**src/rtl/sha_output_manager.sv**
```systemverilog
// sha_output_manager: registers the found-bitmap of all SHA cores and the
// nonce of the lowest-index core that reports a golden nonce.
module sha_output_manager #(
    parameter int NUM_CORES = 2
) (
    input  logic                   clk,
    input  logic                   rst,
    input  logic                   enable,
    input  logic [33*NUM_CORES-1:0] data_in,
    output logic [NUM_CORES-1:0]   flag,
    output logic [31:0]            golden_nonce
);
    logic [NUM_CORES-1:0] found;
    logic [31:0]          nonce;
    // Scan from the top down so the lowest-index asserting core overwrites last.
    always_comb begin
        found = '0;
        nonce = '0;
        for (int i = NUM_CORES - 1; i >= 0; i--) begin
            found[i] = data_in[33*i+32];
            nonce    = data_in[33*i+32] ? data_in[33*i +: 32] : nonce;
        end
    end
    always_ff @(posedge clk or posedge rst) begin
        if (rst) begin
            flag         <= '0;
            golden_nonce <= '0;
        end else if (enable) begin
            flag         <= found;
            golden_nonce <= nonce;
        end
    end
endmodule

```
**config.mk**
```make
export PLATFORM = sky130hd
export DESIGN_NAME = sha_output_manager
export DESIGN_NICKNAME = d
export VERILOG_FILES = /design/src/rtl/sha_output_manager.sv
export SDC_FILE = /design/constraint.sdc
export NUM_CORES = 1
export LEC_CHECK = 0
export BUFFER_PORTS_ARGS = -buffer_cell sky130_fd_sc_hd__clkbuf_2
export CAP_MARGIN = 0
export CORE_MARGIN = 10
export CORE_UTILIZATION = 36
export DETAILED_ROUTE_END_ITERATION = 12
export MAX_ROUTING_LAYER = met4
export PLACE_DENSITY = 0.69
export SLEW_MARGIN = 20
export SYNTH_ARGS = -nofsm -noshare
export SYNTH_HDL_FRONTEND = slang
export SYNTH_SLANG_ARGS = --single-unit
```
**constraint.sdc**
```tcl
create_clock -name clk -period 1.1 [get_ports clk]
set_input_delay 0.22 -clock clk [delete_from_list [all_inputs] [get_ports clk]]
set_output_delay 0.22 -clock clk [all_outputs]
set_load 0.02 [all_outputs]
```
==> results_dict.tcl, run 1 <==
set metrics [dict create \
    leakage_nw 1.18 \
    synth_area_mm2 0.00168 \
    ys_warn_count 0 \
    std_cell_rows 24 \
    tritoncts "yes" \
    overflow 0 \
    peakVddDrop_mv 0.860 \
    vias_per_cell 4.89 \
    netlist_top_cells_area "sky130_fd_sc_hd__dfrtp_1 51%, sky130_fd_sc_hd__nand3b_1 14%, sky130_fd_sc_hd__a31oi_1 12%" \
    endpoint_of_the_worst_slack_reg_to_reg_timing_path "flag[0]$_DFFE_PP0P_" \
    clkTransAtPathRegs_ps 70 \
    worst_slew_margin_rel_pct 84.4 \
    gp_congestion 0.788 \
    drt-total-wl_um 5070 \
    setup.reg_to_reg.worst_slack_ps 350 \
    htreeDepth 2 \
    post_synth_cell_types 11 \
    critical_path.startpoint_type "flip-flop" \
    globalRoute.busiestLayer "met2" \
    final_period_minus_worst_setup_slack_ps 1040 \
    critPathRequiredTime_ps 880 \
    grt_pass1_vias 1684 \
    numPlacedInstances 331 \
    worstReg2RegStart "flag[0]$_DFFE_PP0P_" \
    hold_path_startpoint "data_in[18]" \
    timing.critical_path.fanout_max 2 \
    synth-async-reset-ratio_pct 100 \
    cellPowerDensity_mw_per_mm2 1330 \
    yosys.cell_count.top_type "sky130_fd_sc_hd__dfrtp_1" \
    endpoint_kind "primary output" \
    finalCritPeriodShare_pct 94.7 \
    grt_max_degree 36 \
    die_h_um 88.3 \
    finalSetupViolations 0 \
    netlist.top_cell.by_area "sky130_fd_sc_hd__dfrtp_1" \
    final_layout_size_suffix_gt1_share_pct 42.7 \
    cap_viol_max_count 0 \
    synthesis.nets 252 \
    ant_nets 0 \
    fmax_mhz 960 \
    synthTopCellsByCount "34 x sky130_fd_sc_hd__dfrtp_1, 32 x sky130_fd_sc_hd__a31oi_1, 32 x sky130_fd_sc_hd__nand2_1, 32 x sky130_fd_sc_hd__nand3b_1, 32 x sky130_fd_sc_hd__nor2_1" \
    rsz0062_at_grt "false" \
    antenna_found_initial 0 \
    core-area_mm2 0.00444 \
    count_of_boundary_i_o_pins 103 \
    portbufs 102 \
    critical-path-slowest-cell "sky130_fd_sc_hd__dfrtp_1" \
    grt_pass1_wl_um 8000 \
    die_w_um 88.3 \
    groute.layer.met2.usage_pct 21.2 \
    ys.flop_type "sky130_fd_sc_hd__dfrtp_1" \
    design.final.nets 356 \
    hpwlAfterDp_um 4110 \
    outcome "finished clean" \
    synth.top_cell.area_share_pct 50.7 \
    synth-edff-count 0 \
    finalMaxSlewViolations 0 \
    timing.critical_path.max_delay_family "flip-flops" \
    design.die.area_mm2 0.00779 \
    start_util_pct 37.8 \
    drt_iter0_markers 127 \
    cts.sink_count 34 \
    worstPathArrival_ps 820 \
    critical_path.max_stage_delay_ps 390 \
    num_antenna_cells 0 \
    drt-pass1-iter-count 4 \
    final.setup_skew_ps 0 \
    grt.met3_usage_pct 3.31 \
    post_synth_inst_count 183 \
    tns_ps 0 \
    timing_hold_violations_final 0 \
    routed_wire_length_per_instance_um 14.9 \
    ctsLongestPathBuffers 2 \
    terminating_pin_of_the_worst_hold_path "golden_nonce[18]$_DFFE_PP0P_" \
    stdcell_count 340 \
    hold_depth 3 \
    timing.critical_path.cells "clkbuf_2" \
    crit_type "flip-flop to primary output" \
    layout-area-overhead-vs-synth_pct 40.8 \
    global_route.usage.met1_pct 15.6 \
    cts-buffers-inserted 5 \
    dr_total_vias 1662 \
    ys_seq_elements 34 \
    worstPathBufferInverterCount 1 \
    min_path_type "primary input to flip-flop" \
    grtUsageTotal_pct 13.2 \
    detail_route.drc_violations 0 \
    clkLatencyLatePin_ps 270 \
    r2r.worst_path.cells 1 \
    clk_root_buffer_cell "sky130_fd_sc_hd__clkbuf_8" \
    worst_pin_slew_ps 234 \
    syn-mean-instance-area_um2 9.17 \
    synth-seq-area-share_pct 50.7 \
    postCtsSetupRepairBufs 0 \
]
## how the worst max path moves through the flow
stage | startpoint | endpoint | cells after the start
2_1_floorplan | rst | flag[0]$_DFFE_PP0P_ | 1
3_3_place_gp | data_in[32] | golden_nonce[0]$_DFFE_PP0P_ | 4
3_5_place_dp | data_in[32] | golden_nonce[0]$_DFFE_PP0P_ | 4
4_1_cts | flag[0]$_DFFE_PP0P_ | flag[0] | 1
5_1_grt | golden_nonce[8]$_DFFE_PP0P_ | golden_nonce[8] | 1
6_report | golden_nonce[31]$_DFFE_PP0P_ | golden_nonce[31] | 1
## cell usage in the layout (no fill, tap or decap)
cell type | Yosys | routed
sky130_fd_sc_hd__nand2_1 | 32 | 32
sky130_fd_sc_hd__clkinv_2 | 0 | 1
sky130_fd_sc_hd__mux2_2 | 2 | 2
sky130_fd_sc_hd__dfrtp_1 | 34 | 34
sky130_fd_sc_hd__a31oi_1 | 32 | 32
sky130_fd_sc_hd__clkbuf_2 | 0 | 102
sky130_fd_sc_hd__nor2_1 | 32 | 32
sky130_fd_sc_hd__clkbuf_1 | 3 | 1
sky130_fd_sc_hd__clkbuf_8 | 0 | 6
sky130_fd_sc_hd__inv_1 | 1 | 1
sky130_fd_sc_hd__nand3b_1 | 32 | 32
sky130_fd_sc_hd__buf_12 | 0 | 3
sky130_fd_sc_hd__buf_4 | 6 | 9
sky130_fd_sc_hd__dlygate4sd3_1 | 0 | 1
## registers in the layout (all words and copies together), names as in the netlist
| signal | count |
|---|---|
| flag | 2 |
| golden_nonce | 32 |
## what timing repair did
action | 4_1_cts | 5_1_grt
gates resized for setup | 0 | 0
hold buffers | 1 | 0
endpoints found under the hold margin | 32 | 0
## cell type report
class | instances | area [µm²]
multi-input combinational | 130 | 703
clock buffer | 7 | 86.3
tap | 52 | 65.1
inverter | 1 | 3.75
sequential | 34 | 851
fill | 443 | 2080
timing repair buffer | 115 | 648
clock inverter | 1 | 5.00
## cell families after synthesis
logic type / after synthesis / share of synthesized area (%)
simple gates: 96 / 28.6
compound gates: 32 / 11.9
buf+inv: 19 / 7.38
mux: 2 / 1.34
flops: 34 / 50.7
## power by group
group          internal (mW)  switching, mW  leakage [nW]
combinational          0.324          0.447         0.735
sequential              1.38         0.0701         0.396
clock                  0.504          0.410        0.0482
## layer usage
metal | part of all wire (%) | up-vias
met5 | 0 | -
met4 | 1.1 | 0
met3 | 7.7 | 6
met2 | 50 | 60
met1 | 41 | 755
li1 | - | 841
## stage by stage
stage	util, %	worst slack, ps	instance area, µm²	power, mW	hold slack (ps)
finish	53.2	58.5	2360	3.14	179
global route	53.2	16.2	2360	3.31	185
CTS	53.2	42.4	2360	3.20	168
detailed placement	50.9	99.8	2260	2.26	277
global placement	50.9	175	2260	2.24	271
floorplan	-	132	1680	1.91	362
(Power assumes the default switching activity.)
==> run 2, diff against run 1 <==
- CORE_ASPECT_RATIO: unset -> 0.6
- CORE_MARGIN: 10 -> 5
- RECOVER_POWER: unset -> 50
==> run 2 against run 1 <==
Register-to-register slack about the same. Final area fell by 2.3%. Routed wire length fell by 7.4%. Cell count grew 1.5%. Sequential share of layout area up 0.86 points. Hold slack better by 1.7 ps. Clock skew is the same. Sequential cell count unchanged. First-iteration DRC count down 58%. Global-route usage rose by 2.4 points. Non-clock buffer count fell by 5. Critical path type unchanged. Critical endpoint is now golden_nonce[5]. Largest cell class unchanged.
==> results_dict.tcl, run 2 (synthesized netlist as in run 1, its figures left out) <==
set metrics [dict create \
    outcome "finished clean" \
    num_antenna_cells 0 \
    rsz0062_at_grt "false" \
    gp_congestion 0.787 \
    postLayoutCoreUtil_pct 50.8 \
    critical_path.startpoint_type "flip-flop" \
    timing.critical_path.cells "buf_2" \
    drt-total-wl_um 4690 \
    route.met2.wl_um 1970 \
    setup.reg_to_reg.worst_slack_ps 340 \
    numPlacedInstances 337 \
    cts-buffers-inserted 5 \
    ant_nets 0 \
    finalCritPeriodShare_pct 96.5 \
    max_flop_register "golden_nonce" \
    count_of_boundary_i_o_pins 103 \
    vias_per_cell 4.91 \
    stdcell_count 345 \
    std_cell_rows 19 \
    critical_path.max_stage_delay_ps 400 \
    routed_wire_length_per_instance_um 13.6 \
    finalSetupViolations 0 \
    finalMaxSlewViolations 0 \
    peakVddDrop_mv 0.463 \
    worstPathBufferInverterCount 1 \
    drt-pass1-iter-count 4 \
    timing_hold_violations_final 0 \
    worstPathArrival_ps 840 \
    grt_pass1_wl_um 7670 \
    mostFrequentLayoutCells "101 x sky130_fd_sc_hd__clkbuf_2, 34 x sky130_fd_sc_hd__dfrtp_1" \
    clkLatencyLatePin_ps 280 \
    fmax_mhz 942 \
    leakage_nw 1.14 \
    critical-path-slowest-cell "sky130_fd_sc_hd__dfrtp_1" \
    cts.sink_count 34 \
    final_layout_size_suffix_gt1_share_pct 40.8 \
    postCtsSetupRepairBufs 0 \
    tns_ps 0 \
    htreeDepth 2 \
    ctsLongestPathBuffers 2 \
    wl_met3_um 426 \
    final.setup_skew_ps 0 \
    cellPowerDensity_mw_per_mm2 1320 \
    core-area_mm2 0.00454 \
    timing.critical_path.fanout_max 2 \
    die_w_um 98.1 \
    portbufs 102 \
    grt_pass1_vias 1587 \
    metal1_wirelength_um 2260 \
    grtUsageTotal_pct 15.6 \
    start_util_pct 37.0 \
    crit_type "flip-flop to primary output" \
    worst_pin_slew_ps 458 \
    timing.critical_path.max_delay_family "flip-flops" \
    clkTransAtPathRegs_ps 60 \
    die_h_um 62.9 \
    drt_iter0_markers 53 \
    worst_slew_margin_rel_pct 69.5 \
    detail_route.drc_violations 0 \
    hpwlAfterDp_um 3480 \
    grt_max_degree 38 \
    max_reg_flops 32 \
    cap_viol_max_count 0 \
    design.die.area_mm2 0.00617 \
    dr_total_vias 1694 \
    critPathRequiredTime_ps 880 \
    layout_top_registers "golden_nonce (32), flag (2)" \
    tritoncts "yes" \
    clk_root_buffer_cell "sky130_fd_sc_hd__clkbuf_8" \
    design.final.nets 351 \
    layout-area-overhead-vs-synth_pct 37.5 \
    endpoint_kind "primary output" \
    layout.cells.most_common "sky130_fd_sc_hd__clkbuf_2" \
    overflow 0 \
    route.top_layer_used "met4" \
    final_period_minus_worst_setup_slack_ps 1060 \
    min_path_type "primary input to flip-flop" \
    antenna_found_initial 0 \
]
run 2: changes by cell type in the layout (fill, tap and decap cells not counted):
cell                       delta
sky130_fd_sc_hd__clkbuf_2     -1
sky130_fd_sc_hd__buf_2        +1
sky130_fd_sc_hd__clkbuf_4     +2
sky130_fd_sc_hd__buf_4        -7
sky130_fd_sc_hd__clkbuf_8     -1
sky130_fd_sc_hd__buf_12       -1
sky130_fd_sc_hd__clkinv_2     -1
sky130_fd_sc_hd__clkbuf_1     +2
run 2: worst paths after layout:
kind                            cells after the start                   startpoint                      endpoint
worst max-delay path                                1  golden_nonce[5]$_DFFE_PP0P_               golden_nonce[5]
worst min-delay path                                3                  data_in[29]  golden_nonce[29]$_DFFE_PP0P_
worst max register to register                      1          flag[1]$_DFFE_PP0P_           flag[1]$_DFFE_PP0P_
worst min register to register                      1          flag[0]$_DFFE_PP0P_           flag[0]$_DFFE_PP0P_
max in group asynchronous                           4                          rst  golden_nonce[21]$_DFFE_PP0P_
min in group asynchronous                           4                          rst  golden_nonce[10]$_DFFE_PP0P_
run 2: timing repair:
item | in CTS | in global routing
resized for setup | 0 | 1
hold endpoints to repair | 34 | 0
hold buffers | 1 | 0
endpoints found under the setup margin | 0 | 1
run 2: power breakdown:
part / leakage [nW] / switching [mW] / internal, mW / total (mW)
Clock: 0.0383 / 0.405 / 0.435 / 0.840
Sequential: 0.396 / 0.0767 / 1.38 / 1.46
Combinational: 0.702 / 0.442 / 0.305 / 0.747
run 2: cell type report:
class,count,area [µm²]
Multi-Input combinational cell,130,703
Clock buffer,7,76.3
Sequential cell,34,851
Timing Repair Buffer,110,594
Inverter,1,3.75
Fill cell,459,2230
Tap cell,63,78.8
run 2: metrics by stage:
step	setup slack (ps)	hold WS, ps	instance area (µm²)	power (mW)
finish	38.6	180	2310	3.04
global route	2.27	181	2310	3.24
CTS	31.4	172	2350	3.10
detailed placement	82.1	288	2260	2.25
global placement	143	270	2260	2.24
floorplan	132	362	1680	1.91
run 2: metal layers:
metal / vias to the layer above / GRT usage, %
li1: 834 / -
met1: 786 / 21.3
met2: 69 / 22.0
met3: 5 / 5.69
met4: 0 / 3.92
met5: - / -
